File: src/rtl/ysyx_22040759_alu_mc.sv
// Multi-cycle ALU: single-cycle arithmetic/logic/shift/compare plus iterative
// shift-add multiply and restoring divide, with valid/ready on both sides.
module ysyx_22040759_alu_mc #(
   parameter int WIDTH = 32
) (
   input  logic             clk,
   input  logic             rst_n,
   input  logic             flush,
   input  logic             in_valid,
   output logic             in_ready,
   input  logic [WIDTH-1:0] src1,
   input  logic [WIDTH-1:0] src2,
   input  logic [3:0]       alu_op,
   output logic             out_valid,
   input  logic             out_ready,
   output logic [WIDTH-1:0] result
);
   localparam int SHW = $clog2(WIDTH);

   typedef enum logic [1:0] {S_IDLE, S_BUSY, S_DONE} state_e;

   state_e             state_q, state_d;
   logic [SHW-1:0]     cnt_q;
   logic               is_div_q, sel_hi_q;
   logic [WIDTH-1:0]   a_q;
   logic [2*WIDTH-1:0] acc_q;
   logic [WIDTH-1:0]   result_q;

   logic [SHW-1:0]     shamt;
   logic [WIDTH-1:0]   sc_res;
   logic               is_iter;
   logic [WIDTH:0]     mul_sum, div_shl, div_diff;
   logic [2*WIDTH-1:0] acc_nxt;
   logic [WIDTH-1:0]   fin_res;

   assign shamt = src2[SHW-1:0];

   always_comb begin
      sc_res = '0;
      case (alu_op)
         4'd0:  sc_res = src1 + src2;
         4'd1:  sc_res = src1 - src2;
         4'd2:  sc_res = src1 & src2;
         4'd3:  sc_res = src1 | src2;
         4'd4:  sc_res = src1 ^ src2;
         4'd5:  sc_res = src1 << shamt;
         4'd6:  sc_res = src1 >> shamt;
         4'd7:  sc_res = $unsigned($signed(src1) >>> shamt);
         4'd8:  sc_res = {{(WIDTH-1){1'b0}}, $signed(src1) < $signed(src2)};
         4'd9:  sc_res = {{(WIDTH-1){1'b0}}, src1 < src2};
         // Only reached on the single-cycle divide-by-zero path
         4'd12: sc_res = '1;
         4'd13: sc_res = src1;
         default: sc_res = '0;
      endcase
   end

   assign is_iter = (alu_op == 4'd10) || (alu_op == 4'd11) ||
                    (((alu_op == 4'd12) || (alu_op == 4'd13)) && (src2 != '0));

   // Multiply: acc = {partial product, remaining multiplier}, shift right each step.
   // Divide:   acc = {remainder, dividend/quotient}, shift left each step.
   always_comb begin
      mul_sum  = {1'b0, acc_q[2*WIDTH-1:WIDTH]} + ({1'b0, a_q} & {(WIDTH+1){acc_q[0]}});
      div_shl  = {acc_q[2*WIDTH-1:WIDTH], acc_q[WIDTH-1]};
      div_diff = div_shl - {1'b0, a_q};
      if (!is_div_q)
         acc_nxt = {mul_sum, acc_q[WIDTH-1:1]};
      else if (!div_diff[WIDTH])
         acc_nxt = {div_diff[WIDTH-1:0], acc_q[WIDTH-2:0], 1'b1};
      else
         acc_nxt = {div_shl[WIDTH-1:0], acc_q[WIDTH-2:0], 1'b0};
      fin_res = sel_hi_q ? acc_nxt[2*WIDTH-1:WIDTH] : acc_nxt[WIDTH-1:0];
   end

   always_ff @(posedge clk or negedge rst_n) begin
      if (!rst_n) state_q <= S_IDLE;
      else        state_q <= state_d;
   end

   always_comb begin
      state_d = state_q;
      if (flush) begin
         state_d = S_IDLE;
      end else begin
         case (state_q)
            S_IDLE:  if (in_valid) state_d = is_iter ? S_BUSY : S_DONE;
            S_BUSY:  if (cnt_q == '0) state_d = S_DONE;
            S_DONE:  if (out_ready) state_d = S_IDLE;
            default: state_d = S_IDLE;
         endcase
      end
   end

   always_comb begin
      in_ready  = (state_q == S_IDLE);
      out_valid = (state_q == S_DONE);
   end

   always_ff @(posedge clk or negedge rst_n) begin
      if (!rst_n) begin
         cnt_q    <= '0;
         is_div_q <= 1'b0;
         sel_hi_q <= 1'b0;
         a_q      <= '0;
         acc_q    <= '0;
         result_q <= '0;
      end else if (!flush) begin
         if (state_q == S_IDLE && in_valid) begin
            if (is_iter) begin
               is_div_q <= alu_op[2];
               sel_hi_q <= alu_op[0];
               a_q      <= alu_op[2] ? src2 : src1;
               acc_q    <= {{WIDTH{1'b0}}, (alu_op[2] ? src1 : src2)};
               cnt_q    <= SHW'(WIDTH - 1);
            end else begin
               result_q <= sc_res;
            end
         end else if (state_q == S_BUSY) begin
            acc_q <= acc_nxt;
            cnt_q <= cnt_q - 1'b1;
            if (cnt_q == '0) result_q <= fin_res;
         end
      end
   end

   assign result = result_q;

endmodule
File: config.mk
export PLATFORM = sky130hd
export DESIGN_NAME = ysyx_22040759_alu_mc
export DESIGN_NICKNAME = d
export VERILOG_FILES = /design/src/rtl/ysyx_22040759_alu_mc.sv
export SDC_FILE = /design/constraint.sdc
export NUM_CORES = 1
export LEC_CHECK = 0
export ABC_AREA = 1
export CAP_MARGIN = 20
export CELL_PAD_IN_SITES_DETAIL_PLACEMENT = 0
export CELL_PAD_IN_SITES_GLOBAL_PLACEMENT = 1
export CORE_MARGIN = 2
export CORE_UTILIZATION = 30
export DETAILED_ROUTE_END_ITERATION = 10
export GPL_TIMING_DRIVEN = 0
export HOLD_SLACK_MARGIN = 0.03
export PLACE_DENSITY_LB_ADDON = 0.08
export SLEW_MARGIN = 10
export SYNTH_ARGS = -nofsm -noshare
export SYNTH_HDL_FRONTEND = slang
export SYNTH_SLANG_ARGS = --single-unit
File: constraint.sdc
create_clock -name clk -period 2.8 [get_ports clk]
set_clock_uncertainty 0.1 [all_clocks]
set_input_delay 0.28 -clock clk [delete_from_list [all_inputs] [get_ports clk]]
set_output_delay 0.28 -clock clk [all_outputs]
set_load 0.005 [all_outputs]
==> reports/summary.txt <==
ROUTING
---------------------------------------------------------------------------------
Antenna violation net count after detailed routing                              0
Total iterations of the first detailed-routing run                              6
Routed Wire Length                                                      152800 um
Number of remaining DRC errors                                                  0
Violation count after the first detailed-routing iteration                   2976
Total via count in the routed design                                        30387
Via/cell ratio                                                              5.580
Routed wire length per instance                                          28.06 um

FINAL LAYOUT
---------------------------------------------------------------------------------
Sequential cell area                                                    3462 um^2
Fraction of final layout cells with drive strength greater than 1          21.14%
Final standard cell area without fillers                               30350 um^2
Area growth from synthesis to final layout                                 32.27%
Final core utilization                                                     40.03%
Fin nets                                                                     4700
Number of inserted filler cells in the final layout                          8682
Combined area of the multi-input logic cells                           20040 um^2
Fin cells                                                                    5446

STA
---------------------------------------------------------------------------------
Slew at the pin closest to its max-slew limit                             1185 ps
Min Clock Period, post-route                                              2994 ps
Max-Slew Margin vs Limit                                                   20.54%
Count of final setup violators                                                 23
Max Slew Vio Count                                                              0
WHS                                                                      218.5 ps
RSZ-0062 raised after global routing                                          yes
PnR worst setup slack                                                   -194.2 ps
Number of failing hold endpoints at the final stage                             0
Share of the cycle needed by the critical path after routing               106.9%
Top achievable clock speed                                              334.0 MHz
Post-route setup TNS                                                     -1198 ps

POWER
---------------------------------------------------------------------------------
Leakage power of the design                                              15.28 nW
Total power                                                              22.86 mW
Worst voltage drop across the vdd grid                                  0.5820 mV
Power per cell area                                                  753.3 nW/um^2

SYNTH
---------------------------------------------------------------------------------
Fraction of synthesis flops using an asynchronous set or reset pin         100.0%
Sequential cell area fraction in the yosys report                          14.94%
Area fraction in compound gates after synthesis                            16.28%
Synth Area in Simple Gates                                                 45.03%
Post-synthesis mux area share                                            0.04362%
Xor and xnor area share after synthesis                                   0.7634%
Fraction of post-synthesis cell area in the top cell type by area          24.90%
Flop and latch count out of synthesis                                         137
Cell taking the most area after synthesis                            sky130_fd_sc_hd__nand2_1
Cell Area, Synth                                                       22950 um^2
Number of synthesized flops with an enable pin                                  0
Top post-synthesis cells by count                                    1522 x sky130_fd_sc_hd__nand2_1, 600 x sky130_fd_sc_hd__inv_1, 467 x sky130_fd_sc_hd__nand3_1
Post-synth cell types                                                          50
Main combinational cell family by area after synthesis               simple AND/OR/NAND/NOR gates
Syn nets                                                                     4490
Adder-cell share of the synthesized area                                   9.618%
Predominant post-synthesis flop cell                                 sky130_fd_sc_hd__dfrtp_1
Top area cells in the synthesized netlist                            sky130_fd_sc_hd__nand2_1 25%, sky130_fd_sc_hd__dfrtp_1 15%, sky130_fd_sc_hd__nand3_1 10%, sky130_fd_sc_hd__inv_1 9.8%, sky130_fd_sc_hd__ha_1 9.3%
Most instantiated library cell after synthesis                       sky130_fd_sc_hd__nand2_1
Yosys warning count                                                             0
Synth Instances                                                              4243
Post-synthesis area per instance                                       5.408 um^2

GRT
---------------------------------------------------------------------------------
Remaining global-route overflow                                                 0
Via count of the first global-routing pass                                  29487
Initial antenna violation count                                                16
GRT Overall Usage                                                          38.16%
Wire length of the first global-routing pass                            213100 um
Pin count of the biggest net entering global routing                           93

FLOORPLAN
---------------------------------------------------------------------------------
Count of standard-cell rows                                                   101
Area inside the core boundary                                          75820 um^2
Die Span Y                                                               280.6 um
Horizontal die dimension                                                 280.6 um
Die area                                                               78720 um^2
Number of primary I/O pins                                                    107
Initial Util                                                               30.26%

SETUP PATH
---------------------------------------------------------------------------------
Kind of cell with the highest combined delay on the critical path    compound AO/OA/AOI/OAI gates
Type of destination of the critical path                                 register
Critical Path Source Type                                              input port
Maximum fanout along the worst path                                            10
Slowest stage cell, crit path                                        sky130_fd_sc_hd__a211oi_1
Worst path max stage delay                                                 930 ps
Critical Path AT                                                          3240 ps
Most used cell along the critical path                               sky130_fd_sc_hd__nand2_1
Buf/Inv on CP                                                                   4
Required time worst endpoint                                              3040 ps
Type of the worst setup path                                            in -> reg
Chain of cells forming the critical path                             clkdlybuf4s50_1 -> buf_4 -> nand2_1 -> inv_1 -> nand2_1 -> buf_6 -> o22ai_1 -> a211oi_1 -> and3_1 -> nand2_1 -> a21oi_2 -> a21oi_2

CLOCK TREE
---------------------------------------------------------------------------------
CTS clock-pin slew for the worst setup and hold paths                       70 ps
Num CTS Buffers                                                                17
Maximum clock insertion buffer count                                            2
H-tree Lvls                                                                     4
Clock root buffer                                                    sky130_fd_sc_hd__clkbuf_16
Clock tree from TritonCTS                                                     yes
Worst skew pair latency                                                    470 ps
Total clock sinks                                                             137

PLACE
---------------------------------------------------------------------------------
Quantity of I/O buffers inserted on ports                                     105
Post-placement cell count                                                    5331
Setup slack at placement                                                 -2524 ps
Cell area after placement                                              25300 um^2
Placed wire-length estimate                                             127000 um
RePlAce Congestion                                                          1.057

RUN STATUS
---------------------------------------------------------------------------------
Violations in the final reports                                      setup timing
Result of the run                                                    finished with violations

WORST HOLD PATH
---------------------------------------------------------------------------------
Worst hold-check path type                                            in -> async

JOB
---------------------------------------------------------------------------------
Max-capacitance violation count                                                 0

-- cells by family after synthesis --
kind of cell | count (synthesis)
AOI/OAI and AO/OA | 670
DFF | 137
adders and majority gates | 174
xor gates and xnor gates | 20
muxes | 1
and+or+nand+nor | 2461
buffers and inverters | 780
-- registers in the layout (all words and copies together), names as in the netlist --
signal / flops
acc_q: 64
result: 32
a_q: 32
is_div_q: 1
sel_hi_q: 1
cnt_q: 5
state_q: 2
-- layer usage --
metal  up-vias  global-route usage, %  share of wire, %
met1     14519                  46.81                40
met3       360                  5.163               6.8
met4        20                  25.04               7.9
met5         -                      0             0.087
met2      1354                  62.48                45
li1      14134                      -                 -
-- final timing paths --
check                      startpoint          to  slack (ps)  cells after the start
max                         alu_op[0]  result[10]        -190                     12
min                             rst_n     a_q[29]         220                      2
max reg2reg                 acc_q[31]  result[13]         -70                     21
min reg2reg                result[30]  result[30]         390                      2
max in group asynchronous       rst_n   acc_q[39]        1460                      3
min in group clk            alu_op[2]      a_q[0]         290                      4
-- area by class of cell --
| class | instances | area share, % |
|---|---|---|
| multi-input cells | 3327 | 66.03 |
| flip-flops and latches | 137 | 11.41 |
| inverters | 614 | 7.688 |
| repair buffers | 196 | 5.676 |
| well taps | 978 | 4.031 |
| plain buffers | 160 | 3.116 |
| clock buffers | 20 | 1.505 |
| clock inverters | 12 | 0.5276 |
| diodes | 2 | 0.01649 |
-- power breakdown --
group / leakage [nW] / internal, mW / switching, mW / total [mW]
Combinational: 13.3 / 5.70 / 11.0 / 16.7
Clock: 0.302 / 1.46 / 1.03 / 2.49
Sequential: 1.66 / 2.83 / 0.879 / 3.71
Total: 15.3 / 9.99 / 12.9 / 22.9
-- timing repair --
item / 4_1_cts / 5_1_grt
pin swaps: 123 / 94
gates resized for setup: 856 / 336
hold endpoints to repair: 45 / 0
gates cloned: 4 / 1
hold buffers: 1 / 0
buffers inserted: 48 / 32
endpoints found under the setup margin: 137 / 87
-- placed cells by master, fill, tap and decap left out, types with 15 or more instances in the layout --
master,n
sky130_fd_sc_hd__a21oi_1,156
sky130_fd_sc_hd__a21oi_2,57
sky130_fd_sc_hd__a21oi_4,20
sky130_fd_sc_hd__and2_1,15
sky130_fd_sc_hd__buf_1,18
sky130_fd_sc_hd__buf_2,44
sky130_fd_sc_hd__buf_4,95
sky130_fd_sc_hd__clkbuf_1,56
sky130_fd_sc_hd__clkbuf_16,19
sky130_fd_sc_hd__clkbuf_2,31
sky130_fd_sc_hd__clkdlybuf4s50_1,39
sky130_fd_sc_hd__dfrtp_1,110
sky130_fd_sc_hd__dfrtp_2,27
sky130_fd_sc_hd__ha_1,95
sky130_fd_sc_hd__ha_4,61
sky130_fd_sc_hd__inv_1,554
sky130_fd_sc_hd__inv_2,49
sky130_fd_sc_hd__nand2_1,1340
sky130_fd_sc_hd__nand2_2,130
sky130_fd_sc_hd__nand2_4,63
sky130_fd_sc_hd__nand3_1,370
sky130_fd_sc_hd__nand3_2,52
sky130_fd_sc_hd__nand3_4,46
sky130_fd_sc_hd__nand3b_1,24
sky130_fd_sc_hd__nand4_1,63
sky130_fd_sc_hd__nor2_1,206
sky130_fd_sc_hd__nor2_2,43
sky130_fd_sc_hd__nor2_4,30
sky130_fd_sc_hd__nor3_1,28
sky130_fd_sc_hd__o211ai_1,81
sky130_fd_sc_hd__o21ai_0,214
sky130_fd_sc_hd__o21ai_1,36
sky130_fd_sc_hd__o21ai_2,23
sky130_fd_sc_hd__o22ai_1,23
(Power assumes the default switching activity.)
